--- src/rtl/bubble_host_reader_if.sv ---
`default_nettype none
// ============================================================================
// Module   : bubble_host_reader_if
// Brief    : Request handshake, emulator control and read-data bundle
// Revision : 1.0
// ============================================================================
interface bubble_host_reader_if;
  logic       req_valid;
  logic       req_ready;
  logic       req_bootloop;
  logic       bubble_shift_enable;
  logic       replicator_enable;
  logic       bootloop_enable;
  logic       bubble_out_odd;
  logic       bubble_out_even;
  logic [7:0] data_out;
  logic       data_valid;
  logic       page_done;
  logic       busy;

  modport master (
    input  req_valid, req_bootloop, bubble_out_odd, bubble_out_even,
    output req_ready, bubble_shift_enable, replicator_enable, bootloop_enable,
           data_out, data_valid, page_done, busy
  );

  modport slave (
    output req_valid, req_bootloop, bubble_out_odd, bubble_out_even,
    input  req_ready, bubble_shift_enable, replicator_enable, bootloop_enable,
           data_out, data_valid, page_done, busy
  );
endinterface
`default_nettype wire

--- src/rtl/bubble_host_reader.sv ---
`default_nettype none
// ============================================================================
// Module   : bubble_host_reader
// Brief    : Page-access waveform sequencer that samples and packs emulator data
// Revision : 1.0
// ============================================================================
module bubble_host_reader #(
  parameter int REPL_DELAY    = 500,
  parameter int REPL_WIDTH    = 341,
  parameter int SHIFT_HOLD    = 336992,
  parameter int SAMPLE_OFFSET = 64,
  parameter int BIT_PERIOD    = 1000,
  parameter int PAGE_PAIRS    = 256,
  parameter int GAP_CYCLES    = 37500
) (
  input logic                  master_clock,
  input logic                  power_good,
  bubble_host_reader_if.master bus
);

  localparam int c_MAX_A    = (REPL_DELAY > REPL_WIDTH) ? REPL_DELAY : REPL_WIDTH;
  localparam int c_MAX_B    = (SHIFT_HOLD > GAP_CYCLES) ? SHIFT_HOLD : GAP_CYCLES;
  localparam int c_CNT_MAX  = (c_MAX_A > c_MAX_B) ? c_MAX_A : c_MAX_B;
  localparam int c_CNT_W    = $clog2(c_CNT_MAX + 1);
  localparam int c_TICK_MAX = (SAMPLE_OFFSET > BIT_PERIOD) ? SAMPLE_OFFSET : BIT_PERIOD;
  localparam int c_TICK_W   = $clog2(c_TICK_MAX + 1);
  localparam int c_PAIR_W   = $clog2(PAGE_PAIRS + 1);

  localparam logic [c_CNT_W-1:0]  c_LEAD_END   = c_CNT_W'(REPL_DELAY - 1);
  localparam logic [c_CNT_W-1:0]  c_REPL_END   = c_CNT_W'(REPL_WIDTH - 1);
  localparam logic [c_CNT_W-1:0]  c_HOLD_END   = c_CNT_W'(SHIFT_HOLD);
  localparam logic [c_CNT_W-1:0]  c_GAP_END    = c_CNT_W'(GAP_CYCLES - 1);
  localparam logic [c_TICK_W-1:0] c_TICK_FIRST = c_TICK_W'(SAMPLE_OFFSET);
  localparam logic [c_TICK_W-1:0] c_TICK_NEXT  = c_TICK_W'(BIT_PERIOD - 1);
  localparam logic [c_PAIR_W-1:0] c_PAIRS      = c_PAIR_W'(PAGE_PAIRS);
  localparam logic [c_PAIR_W-1:0] c_PAIR_LAST  = c_PAIR_W'(PAGE_PAIRS - 1);

  generate
    if (SAMPLE_OFFSET + (PAGE_PAIRS - 1) * BIT_PERIOD >= SHIFT_HOLD) begin : g_bad_sample_window
      $error("bubble_host_reader: last sample falls at or after shift release");
    end
  endgenerate

  typedef enum logic [2:0] {
    S_IDLE = 3'd0,
    S_LEAD = 3'd1,
    S_REPL = 3'd2,
    S_HOLD = 3'd3,
    S_GAP  = 3'd4
  } state_t;

  state_t               r_state;
  state_t               w_state_next;
  logic [c_CNT_W-1:0]   r_cnt;
  logic [c_CNT_W-1:0]   w_cnt_next;
  logic                 w_accept;

  logic                 r_odd_meta, r_odd_sync;
  logic                 r_even_meta, r_even_sync;
  logic [c_TICK_W-1:0]  r_tick;
  logic [c_PAIR_W-1:0]  r_pair;
  logic [1:0]           r_slot;
  logic [7:0]           r_byte;
  logic [7:0]           w_byte_new;
  logic                 w_sample;
  logic                 w_emit;

  logic                 r_req_ready;
  logic                 r_shift_n;
  logic                 r_repl_n;
  logic                 r_boot;
  logic                 r_busy;
  logic                 r_page_done;
  logic                 r_data_valid;
  logic [7:0]           r_data_out;

  always_comb begin
    w_state_next = r_state;
    w_cnt_next   = r_cnt + 1'b1;
    w_accept     = 1'b0;
    case (r_state)
      S_IDLE: begin
        w_cnt_next = '0;
        if (bus.req_valid && r_req_ready) begin
          w_accept     = 1'b1;
          w_state_next = S_LEAD;
        end
      end
      S_LEAD: if (r_cnt == c_LEAD_END) begin
        w_state_next = S_REPL;
        w_cnt_next   = '0;
      end
      S_REPL: if (r_cnt == c_REPL_END) begin
        w_state_next = S_HOLD;
        w_cnt_next   = '0;
      end
      // HOLD counter reads cycles elapsed since the replicator release.
      S_HOLD: if (r_cnt == c_HOLD_END) begin
        w_state_next = S_GAP;
        w_cnt_next   = '0;
      end
      S_GAP: if (r_cnt == c_GAP_END) begin
        w_state_next = S_IDLE;
        w_cnt_next   = '0;
      end
      default: begin
        w_state_next = S_IDLE;
        w_cnt_next   = '0;
      end
    endcase
  end

  always_ff @(posedge master_clock or negedge power_good) begin
    if (!power_good) begin
      r_state <= S_IDLE;
      r_cnt   <= '0;
    end else begin
      r_state <= w_state_next;
      r_cnt   <= w_cnt_next;
    end
  end

  // Outputs are registered from the next state so they are glitch-free.
  always_ff @(posedge master_clock or negedge power_good) begin
    if (!power_good) begin
      r_req_ready <= 1'b0;
      r_shift_n   <= 1'b1;
      r_repl_n    <= 1'b1;
      r_boot      <= 1'b0;
      r_busy      <= 1'b0;
      r_page_done <= 1'b0;
    end else begin
      r_req_ready <= (w_state_next == S_IDLE);
      r_shift_n   <= !((w_state_next == S_LEAD) || (w_state_next == S_REPL) ||
                       (w_state_next == S_HOLD));
      r_repl_n    <= (w_state_next != S_REPL);
      r_busy      <= (w_state_next != S_IDLE);
      r_page_done <= (w_state_next == S_GAP) && (w_cnt_next == c_GAP_END);
      if (w_accept) begin
        r_boot <= bus.req_bootloop;
      end else if (w_state_next == S_IDLE) begin
        r_boot <= 1'b0;
      end
    end
  end

  always_comb begin
    w_sample   = (r_state == S_HOLD) && (r_tick == '0) && (r_pair != c_PAIRS);
    w_byte_new = r_byte | ({6'b0, r_even_sync, r_odd_sync} << {r_slot, 1'b0});
    w_emit     = w_sample && ((r_slot == 2'd3) || (r_pair == c_PAIR_LAST));
  end

  always_ff @(posedge master_clock or negedge power_good) begin
    if (!power_good) begin
      r_odd_meta   <= 1'b0;
      r_odd_sync   <= 1'b0;
      r_even_meta  <= 1'b0;
      r_even_sync  <= 1'b0;
      r_tick       <= '0;
      r_pair       <= '0;
      r_slot       <= 2'd0;
      r_byte       <= 8'h00;
      r_data_valid <= 1'b0;
      r_data_out   <= 8'h00;
    end else begin
      r_odd_meta  <= bus.bubble_out_odd;
      r_odd_sync  <= r_odd_meta;
      r_even_meta <= bus.bubble_out_even;
      r_even_sync <= r_even_meta;

      if (r_state != S_HOLD) begin
        r_tick <= c_TICK_FIRST;
      end else if (w_sample) begin
        r_tick <= c_TICK_NEXT;
      end else if (r_tick != '0) begin
        r_tick <= r_tick - 1'b1;
      end

      // Emitting clears the byte so a short final byte is zero-filled above.
      if (w_accept) begin
        r_pair <= '0;
        r_slot <= 2'd0;
        r_byte <= 8'h00;
      end else if (w_sample) begin
        r_pair <= r_pair + 1'b1;
        r_slot <= w_emit ? 2'd0 : r_slot + 2'd1;
        r_byte <= w_emit ? 8'h00 : w_byte_new;
      end

      r_data_valid <= w_emit;
      if (w_emit) begin
        r_data_out <= w_byte_new;
      end
    end
  end

  assign bus.req_ready           = r_req_ready;
  assign bus.bubble_shift_enable = r_shift_n;
  assign bus.replicator_enable   = r_repl_n;
  assign bus.bootloop_enable     = r_boot;
  assign bus.busy                = r_busy;
  assign bus.page_done           = r_page_done;
  assign bus.data_valid          = r_data_valid;
  assign bus.data_out            = r_data_out;

endmodule
`default_nettype wire
--- src/flat_wrapper.sv ---
// flat-port wrapper written by rule: the top's interface ports become plain ports
module bubble_host_reader_flat 
#(
  parameter int REPL_DELAY    = 500,
  parameter int REPL_WIDTH    = 341,
  parameter int SHIFT_HOLD    = 336992,
  parameter int SAMPLE_OFFSET = 64,
  parameter int BIT_PERIOD    = 1000,
  parameter int PAGE_PAIRS    = 256,
  parameter int GAP_CYCLES    = 37500
)
  (master_clock, power_good, bus_req_valid, bus_req_bootloop, bus_bubble_out_odd, bus_bubble_out_even, bus_req_ready, bus_bubble_shift_enable, bus_replicator_enable, bus_bootloop_enable, bus_data_out, bus_data_valid, bus_page_done, bus_busy);
  bubble_host_reader_if bus_i ();
  input logic master_clock;
  input logic power_good;
  input wire logic [$bits(bus_i.req_valid)-1:0] bus_req_valid;
  input wire logic [$bits(bus_i.req_bootloop)-1:0] bus_req_bootloop;
  input wire logic [$bits(bus_i.bubble_out_odd)-1:0] bus_bubble_out_odd;
  input wire logic [$bits(bus_i.bubble_out_even)-1:0] bus_bubble_out_even;
  output wire logic [$bits(bus_i.req_ready)-1:0] bus_req_ready;
  output wire logic [$bits(bus_i.bubble_shift_enable)-1:0] bus_bubble_shift_enable;
  output wire logic [$bits(bus_i.replicator_enable)-1:0] bus_replicator_enable;
  output wire logic [$bits(bus_i.bootloop_enable)-1:0] bus_bootloop_enable;
  output wire logic [$bits(bus_i.data_out)-1:0] bus_data_out;
  output wire logic [$bits(bus_i.data_valid)-1:0] bus_data_valid;
  output wire logic [$bits(bus_i.page_done)-1:0] bus_page_done;
  output wire logic [$bits(bus_i.busy)-1:0] bus_busy;
  assign bus_i.req_valid = bus_req_valid;
  assign bus_i.req_bootloop = bus_req_bootloop;
  assign bus_i.bubble_out_odd = bus_bubble_out_odd;
  assign bus_i.bubble_out_even = bus_bubble_out_even;
  assign bus_req_ready = bus_i.req_ready;
  assign bus_bubble_shift_enable = bus_i.bubble_shift_enable;
  assign bus_replicator_enable = bus_i.replicator_enable;
  assign bus_bootloop_enable = bus_i.bootloop_enable;
  assign bus_data_out = bus_i.data_out;
  assign bus_data_valid = bus_i.data_valid;
  assign bus_page_done = bus_i.page_done;
  assign bus_busy = bus_i.busy;
  bubble_host_reader #(.REPL_DELAY(REPL_DELAY), .REPL_WIDTH(REPL_WIDTH), .SHIFT_HOLD(SHIFT_HOLD), .SAMPLE_OFFSET(SAMPLE_OFFSET), .BIT_PERIOD(BIT_PERIOD), .PAGE_PAIRS(PAGE_PAIRS), .GAP_CYCLES(GAP_CYCLES)) u_core (.master_clock(master_clock), .power_good(power_good), .bus(bus_i));
endmodule
--- config.mk ---
export PLATFORM = sky130hd
export DESIGN_NAME = bubble_host_reader_flat
export DESIGN_NICKNAME = d
export VERILOG_FILES = /design/src/rtl/bubble_host_reader_if.sv /design/src/rtl/bubble_host_reader.sv /design/src/flat_wrapper.sv
export SDC_FILE = /design/constraint.sdc
export NUM_CORES = 1
export LEC_CHECK = 0
export CAP_MARGIN = 20
export CORE_MARGIN = 2
export CORE_UTILIZATION = 30
export DETAILED_ROUTE_END_ITERATION = 7
export DONT_BUFFER_PORTS = 1
export PLACE_DENSITY = 0.46
export SYNTH_ARGS = -nofsm -noshare
export SYNTH_HDL_FRONTEND = slang
export SYNTH_SLANG_ARGS = --single-unit
--- constraint.sdc ---
create_clock -name master_clock -period 3.34 [get_ports master_clock]
set_clock_uncertainty 0.2 [all_clocks]
set_input_delay 0.334 -clock master_clock [delete_from_list [all_inputs] [get_ports master_clock]]
set_output_delay 0.334 -clock master_clock [all_outputs]
set_load 0.05 [all_outputs]
==> results of run 1 <==
==> where the power goes <==
part | switching [mW] | internal (mW)
sequential | 0.147 | 0.935
combinational | 0.166 | 0.117
clock | 0.378 | 0.499
==> cells in the mapped netlist, types with 2 or more instances <==
cell	count	area (um2)
dfrtp_1	68	1700
nor2_1	56	210
nand2_1	37	139
a21oi_1	24	120
nand3_1	20	100
o21ai_0	20	100
xor2_1	19	166
inv_1	13	48.8
xnor2_1	11	96.3
nand4_1	9	56.3
clkbuf_1	8	30.0
nor3_1	8	40.0
or3_1	8	50.1
ha_1	7	87.6
and3_1	6	37.5
buf_2	6	30.0
nor2b_1	6	37.5
nand2b_1	5	31.3
nor4_1	3	18.8
nor4bb_1	3	30.0
or2_2	3	18.8
a31oi_1	2	12.5
and2_1	2	12.5
and4_1	2	17.5
dfstp_2	2	52.6
nand4b_1	2	17.5
nor4_2	2	25.0
nor4b_1	2	17.5
o31ai_1	2	15.0
or4_1	2	15.0
==> cells by family (layout without fill, tap and decap cells) <==
group / after synthesis / in the layout / synth area share (%)
XOR/XNOR: 30 / 30 / 7.48
adder cells (fa/ha/maj): 7 / 7 / 2.49
flip-flops: 70 / 70 / 49.9
AND/OR/NAND/NOR: 185 / 185 / 27.3
buffers and inverters: 28 / 39 / 3.31
AO/OA/AOI/OAI: 58 / 58 / 9.47
==> stage by stage <==
| stage | power [mW] | std cells | area (um2) |
|---|---|---|---|
| final | 2.24 | 532 | 4000 |
| after global routing | 2.37 | 532 | 4000 |
| after CTS | 2.28 | 532 | 4000 |
| after detailed placement | 1.36 | 511 | 3660 |
| after global placement | 1.36 | 511 | 3660 |
| after floorplan | 1.28 | 378 | 3510 |
==> layer usage <==
metal / track usage (%) / share of wire [%] / vias to the layer above
li1: - / - / 1321
met1: 17.3 / 49 / 1280
met2: 20.7 / 46 / 39
met3: 3.56 / 3.2 / 14
met4: 6.83 / 2.5 / 0
met5: 0 / 0 / -
==> what timing repair did <==
action / 4_1_cts / 5_1_grt
hold buffers: 5 / 0
setup buffers: 0 / 0
endpoints found under the hold margin: 73 / 0
==> final cells by class <==
type / instances / area, um2
inverter: 13 / 48.8
timing repair buffer: 10 / 105
clock inverter: 6 / 38.8
multi-input combinational: 280 / 1640
sequential: 70 / 1750
tap: 143 / 179
fill: 1202 / 7420
clock buffer: 10 / 229
==> layout by cell type (no fill, tap or decap), drive strengths merged, types with 6 or more instances in the layout <==
master,count
buf,6
nor2,58
nand2,37
o21ai,21
xor2,19
a21oi,25
nand4,10
inv,13
and3,6
ha,7
nor3,9
xnor2,11
nor2b,6
clkbuf,10
or3,8
dfrtp,68
nand3,20
==> sequential cells by signal (all words and copies together) (netlist names), 2 cells and up <==
register / cells
u_core.r_slot: 2
u_core.r_state: 3
u_core.r_tick: 10
u_core.r_cnt: 19
u_core.r_byte: 8
u_core.bus.data_out: 8
u_core.r_pair: 9
==> worst register-to-register path, cell delays in order (launching register included) <==
cell     delay, ns
dfrtp_1       0.43
ha_1          0.43
and4_1        0.25
nand4_1       0.10
o31a_1        0.32
nor3_2        0.62
buf_4         0.30
nor2_1        0.06
==> how the worst max path moves through the flow <==
| stage | from | endpoint | slack, ns | cells after the start |
|---|---|---|---|---|
| after CTS | u_core.r_cnt[0] | u_core.r_cnt[2] | 0.52 | 7 |
| final | u_core.r_cnt[0] | u_core.r_cnt[2] | 0.51 | 7 |
| after global placement | u_core.r_cnt[0] | u_core.r_cnt[7] | 0.56 | 7 |
| after floorplan | u_core.r_tick[0] | u_core.r_pair[7] | 0.93 | 9 |
| after global routing | u_core.r_cnt[0] | u_core.r_cnt[6] | 0.32 | 7 |
| after detailed placement | u_core.r_cnt[0] | u_core.r_cnt[9] | 0.53 | 7 |
==> impl_metrics.py, run 1 <==
metrics = {
    "run_status": {
        "status": "finished clean",
    },
    "worst_hold_path": {
        "hold_end": "u_core.r_even_sync",
        "holdPathStages": 0,
        "hold_path.class": "reg -> reg",
        "min_from": "u_core.r_even_meta",
    },
    "power": {
        "p_leak_nw": 1.75,
        "peakVddDrop_uv": 361,
        "powerDensity_nw_per_um2": 561,
    },
    "timing": {
        "maxSlewViolCount": 0,
        "tightest_slew_ns": 0.732,
        "max_freq_ghz": 0.354,
        "max-slew-margin-rel_pct": 50.9,
        "whs_ns": 0.156,
        "rsz0062_at_grt": "no",
        "finalHoldViolCount": 0,
        "period_share_pct": 84.6,
        "finalWorstSetupSlack_ns": 0.514,
        "period_needed_ns": 2.83,
        "setup_viol": 0,
        "tns_ns": 0,
    },
    "critical_path": {
        "r2r-start": "u_core.r_cnt[0]",
        "crit_chain": "ha_1 > and4_1 > nand4_1 > o31a_1 > nor3_2 > buf_4 > nor2_1",
        "worst_path_largest_cell_delay_ns": 0.62,
        "cp_max_fo": 11,
        "worst_ep_required_time_ns": 3.37,
        "crit_slowest_cell": "nor3_2",
        "path_buf_inv": 1,
        "rr_worst_depth": 7,
        "setup.worst_path.start_class": "flip-flop",
        "rr_endpoint": "u_core.r_cnt[2]",
        "path_class": "reg -> reg",
        "end_kind": "flip-flop",
        "r2r_slack_ns": 0.51,
        "crit_family": "simple AND/OR/NAND/NOR gates",
        "cp.arrival_ns": 2.85,
    },
    "detailed_routing": {
        "drc": 0,
        "drt_iter0_markers": 108,
        "via_per_inst": 4.99,
        "final_antenna_net_count": 0,
        "firstDrtPassIters": 4,
        "avgRoutedWirePerCell_um": 14.9,
        "wl_um": 7900,
        "num_vias": 2654,
    },
    "clock_tree": {
        "cts_root_buffer": "clkbuf_16",
        "clk_latency_ns": 0.35,
        "clockBufferDepth": 2,
        "cts_resized": 0,
        "clock-sinks": 70,
        "clk_pin_slew_ns": 0.06,
        "cts_tree": "built",
        "numCtsBuffers": 9,
        "htree_levels": 3,
    },
    "placement": {
        "port-buffer-count": 0,
        "place_congestion": 0.775,
        "hpwl_um": 5330,
        "place_ws_ns": 0.528,
    },
    "grt": {
        "grt_first_pass_wirelength_um": 13300,
        "grt_overflow_total": 0,
        "grt_usage_pct": 13.4,
        "grt_pass1_vias": 2645,
        "antenna_found_initial": 0,
        "grt_max_degree": 71,
    },
    "synthesis": {
        "synth_edf_count": 0,
        "synthesis.area_um2": 3510,
        "syn_area_per_cell_um2": 9.30,
        "syn_nets": 391,
        "synth-seq-cells": 70,
        "yosys_warnings": 0,
        "synth-async-reset-ratio_pct": 100,
        "ys.flop_type": "dfrtp_1",
        "ys_types": 50,
        "synthCells": 378,
        "yosysSeqAreaShare_pct": 49.9,
    },
    "floorplan": {
        "start_util_pct": 30.8,
        "dieHeight_um": 112,
        "rows": 39,
        "die_w_um": 112,
        "dieArea_um2": 12600,
        "ios": 21,
        "core_area_um2": 11400,
    },
    "cells_and_area": {
        "drive_gt1_share_pct": 9.00,
        "area_growth_pct": 13.8,
        "final_nets": 397,
        "n_antenna_cell": 0,
        "utilization_pct": 35.0,
    },
    "job": {
        "cap_violations": 0,
    },
}
(Power assumes the default switching activity.)
==> run 2, diff against run 1 <==
Settings changed: PLACE_DENSITY 0.46 to 0.47.
Clock period 3.34 ns to 2.5 ns, I/O delays scaled along.
==> impl_metrics.py, run 2 (synthesis results as in run 1) <==
metrics = {
    "detailed_routing": {
        "firstDrtPassIters": 4,
        "via_per_inst": 4.88,
        "drt_iter0_markers": 167,
        "num_vias": 2758,
        "avgRoutedWirePerCell_um": 14.1,
        "wl_um": 7940,
        "drc": 0,
        "final_antenna_net_count": 0,
    },
    "power": {
        "p_switching_uw": 941,
        "p_int_mw": 2.26,
        "power.total_mw": 3.20,
        "peakVddDrop_uv": 468,
        "share_comb_of_total_power_pct": 14.4,
        "powerDensity_nw_per_um2": 734,
        "p_clk_share_pct": 41.2,
        "p_sw_share_pct": 29.4,
        "p_leak_nw": 1.95,
        "p_seq_share_pct": 44.4,
    },
    "floorplan": {
        "dieArea_um2": 12600,
        "die_w_um": 112,
        "ios": 21,
        "dieHeight_um": 112,
        "core_area_um2": 11400,
        "start_util_pct": 30.8,
        "rows": 39,
    },
    "grt": {
        "grt_pass1_vias": 2811,
        "grt_usage_pct": 13.5,
        "grt_overflow_total": 0,
        "grt_first_pass_wirelength_um": 13600,
        "antenna_found_initial": 0,
        "grt_max_degree": 71,
    },
    "critical_path": {
        "end_kind": "flip-flop",
        "crit_slowest_cell": "dfrtp_1",
        "setup.worst_path.start_class": "flip-flop",
        "crit_chain": "inv_2 > ha_2 > or3b_4 > nor4bb_4 > buf_4 > and2_4 > nand4_4 > or3_1 > a21oi_1",
        "worst_ep_required_time_ns": 2.56,
        "r2r-start": "u_core.r_tick[1]",
        "worst_path_largest_cell_delay_ns": 0.39,
        "cp.arrival_ns": 2.57,
        "path_class": "reg -> reg",
        "rr_endpoint": "u_core.r_pair[5]",
        "r2r_slack_ns": -0.006,
        "cp_max_fo": 5,
        "rr_worst_depth": 9,
    },
    "timing": {
        "tns_ns": -0.00578,
        "period_needed_ns": 2.51,
        "max_freq_ghz": 0.399,
        "period_share_pct": 100,
        "max-slew-margin-rel_pct": 68.7,
        "tightest_slew_ns": 0.468,
        "setup_viol": 1,
        "whs_ns": 0.0589,
        "rsz0062_at_grt": "yes",
        "maxSlewViolCount": 0,
        "finalHoldViolCount": 0,
        "finalWorstSetupSlack_ns": -0.00578,
    },
    "run_status": {
        "status": "finished, violations left",
        "violations": "negative setup slack",
    },
    "placement": {
        "port-buffer-count": 0,
        "hpwl_um": 5640,
        "place_congestion": 0.790,
    },
    "clock_tree": {
        "clk_pin_slew_ns": 0.06,
        "numCtsBuffers": 9,
        "clockBufferDepth": 2,
        "clk_latency_ns": 0.34,
        "cts_tree": "built",
        "cts_root_buffer": "clkbuf_16",
        "htree_levels": 3,
        "clock-sinks": 70,
    },
    "cells_and_area": {
        "final_cell_mix": "67 x dfrtp_1, 56 x nor2_1, 37 x nand2_1, 36 x buf_4, 23 x a21oi_1",
        "area_growth_pct": 24.0,
        "final_common_cell": "dfrtp_1",
        "largest_reg_flops": 19,
        "final_nets": 430,
        "drive_gt1_share_pct": 19.0,
        "n_antenna_cell": 0,
        "utilization_pct": 38.2,
        "largest_register": "u_core.r_cnt",
        "top_regs": "u_core.r_cnt (19), u_core.r_tick (10), u_core.r_pair (9)",
        "fill_cells": 1181,
    },
    "worst_hold_path": {
        "holdPathStages": 4,
        "min_from": "bus_req_valid",
        "hold_end": "u_core.bus.bootloop_enable",
        "hold_path.class": "in -> reg",
    },
    "job": {
        "cap_violations": 0,
    },
}
==> run 2: cell count changes in the layout (fill, tap and decap cells not counted), moves of 2 or more <==
cell,delta
buf_4,+31
clkinv_2,-2
inv_6,+2
nor3_1,-2
nor3_2,+2
o21ai_0,-2
o21ai_1,+2
==> run 2: power groups by stage <==
stage | clock network, mW | logic, mW | registers (mW)
2_1_floorplan | 0 | 0.318 | 1.39
3_3_place_gp | 0 | 0.421 | 1.43
3_5_place_dp | 0 | 0.420 | 1.43
4_1_cts | 1.37 | 0.458 | 1.41
5_1_grt | 1.41 | 0.532 | 1.44
6_report | 1.32 | 0.461 | 1.42
==> run 2: cell type report <==
| cell class | count | area, um2 | share of cell area (%) |
|---|---|---|---|
| repair buffers | 43 | 369 | 8.47 |
| multi-input cells | 280 | 1700 | 38.9 |
| clock inverters | 6 | 68.8 | 1.58 |
| clock buffers | 10 | 239 | 5.49 |
| flip-flops and latches | 70 | 1760 | 40.3 |
| inverters | 13 | 48.8 | 1.12 |
| well taps | 143 | 179 | 4.11 |
==> run 2: critical path, delay by kind of cell (launching register included) <==
kind,cells,cell delay [ns]
simple gates,5,1.30
flops,1,0.39
buf+inv,2,0.24
fa+ha+maj,1,0.16
compound gates,1,0.13
==> run 2: per-layer routing <==
metal / vias up / GRT usage, % / share of wire, %
li1: 1386 / - / -
met1: 1334 / 17.3 / 47
met2: 31 / 22.1 / 49
met3: 7 / 4.54 / 2.8
met4: 0 / 3.41 / 1.4
met5: - / 0 / 0
==> run 2: worst max path at each step <==
stage,start,end,slack (ns),depth (start not counted)
3_3_place_gp,u_core.r_tick[1],u_core.r_pair[5],0.01,9
4_1_cts,u_core.r_tick[1],u_core.r_pair[5],0.02,9
6_report,u_core.r_tick[1],u_core.r_pair[5],-0.006,9
5_1_grt,u_core.r_tick[0],u_core.r_pair[5],-0.12,9
3_5_place_dp,u_core.r_tick[1],u_core.r_pair[5],-0.05,9
2_1_floorplan,u_core.r_tick[0],u_core.r_pair[7],0.09,9
==> run 2: stage by stage <==
step | instance area, um2 | instances | worst slack [ns]
3_5_place_dp | 3870 | 537 | -0.0537
3_3_place_gp | 3870 | 537 | 0.0149
6_report | 4360 | 565 | -0.00578
5_1_grt | 4360 | 565 | -0.119
4_1_cts | 4290 | 561 | 0.0186
2_1_floorplan | 3510 | 378 | 0.0860
==> run 2: timing repair <==
item                       in CTS  in global routing
hold endpoints to repair       73                  0
setup endpoints to repair       2                 43
resized for setup               3                 13
pin swaps                       1                  8
hold buffers                    5                  0
setup buffers                   3                  4
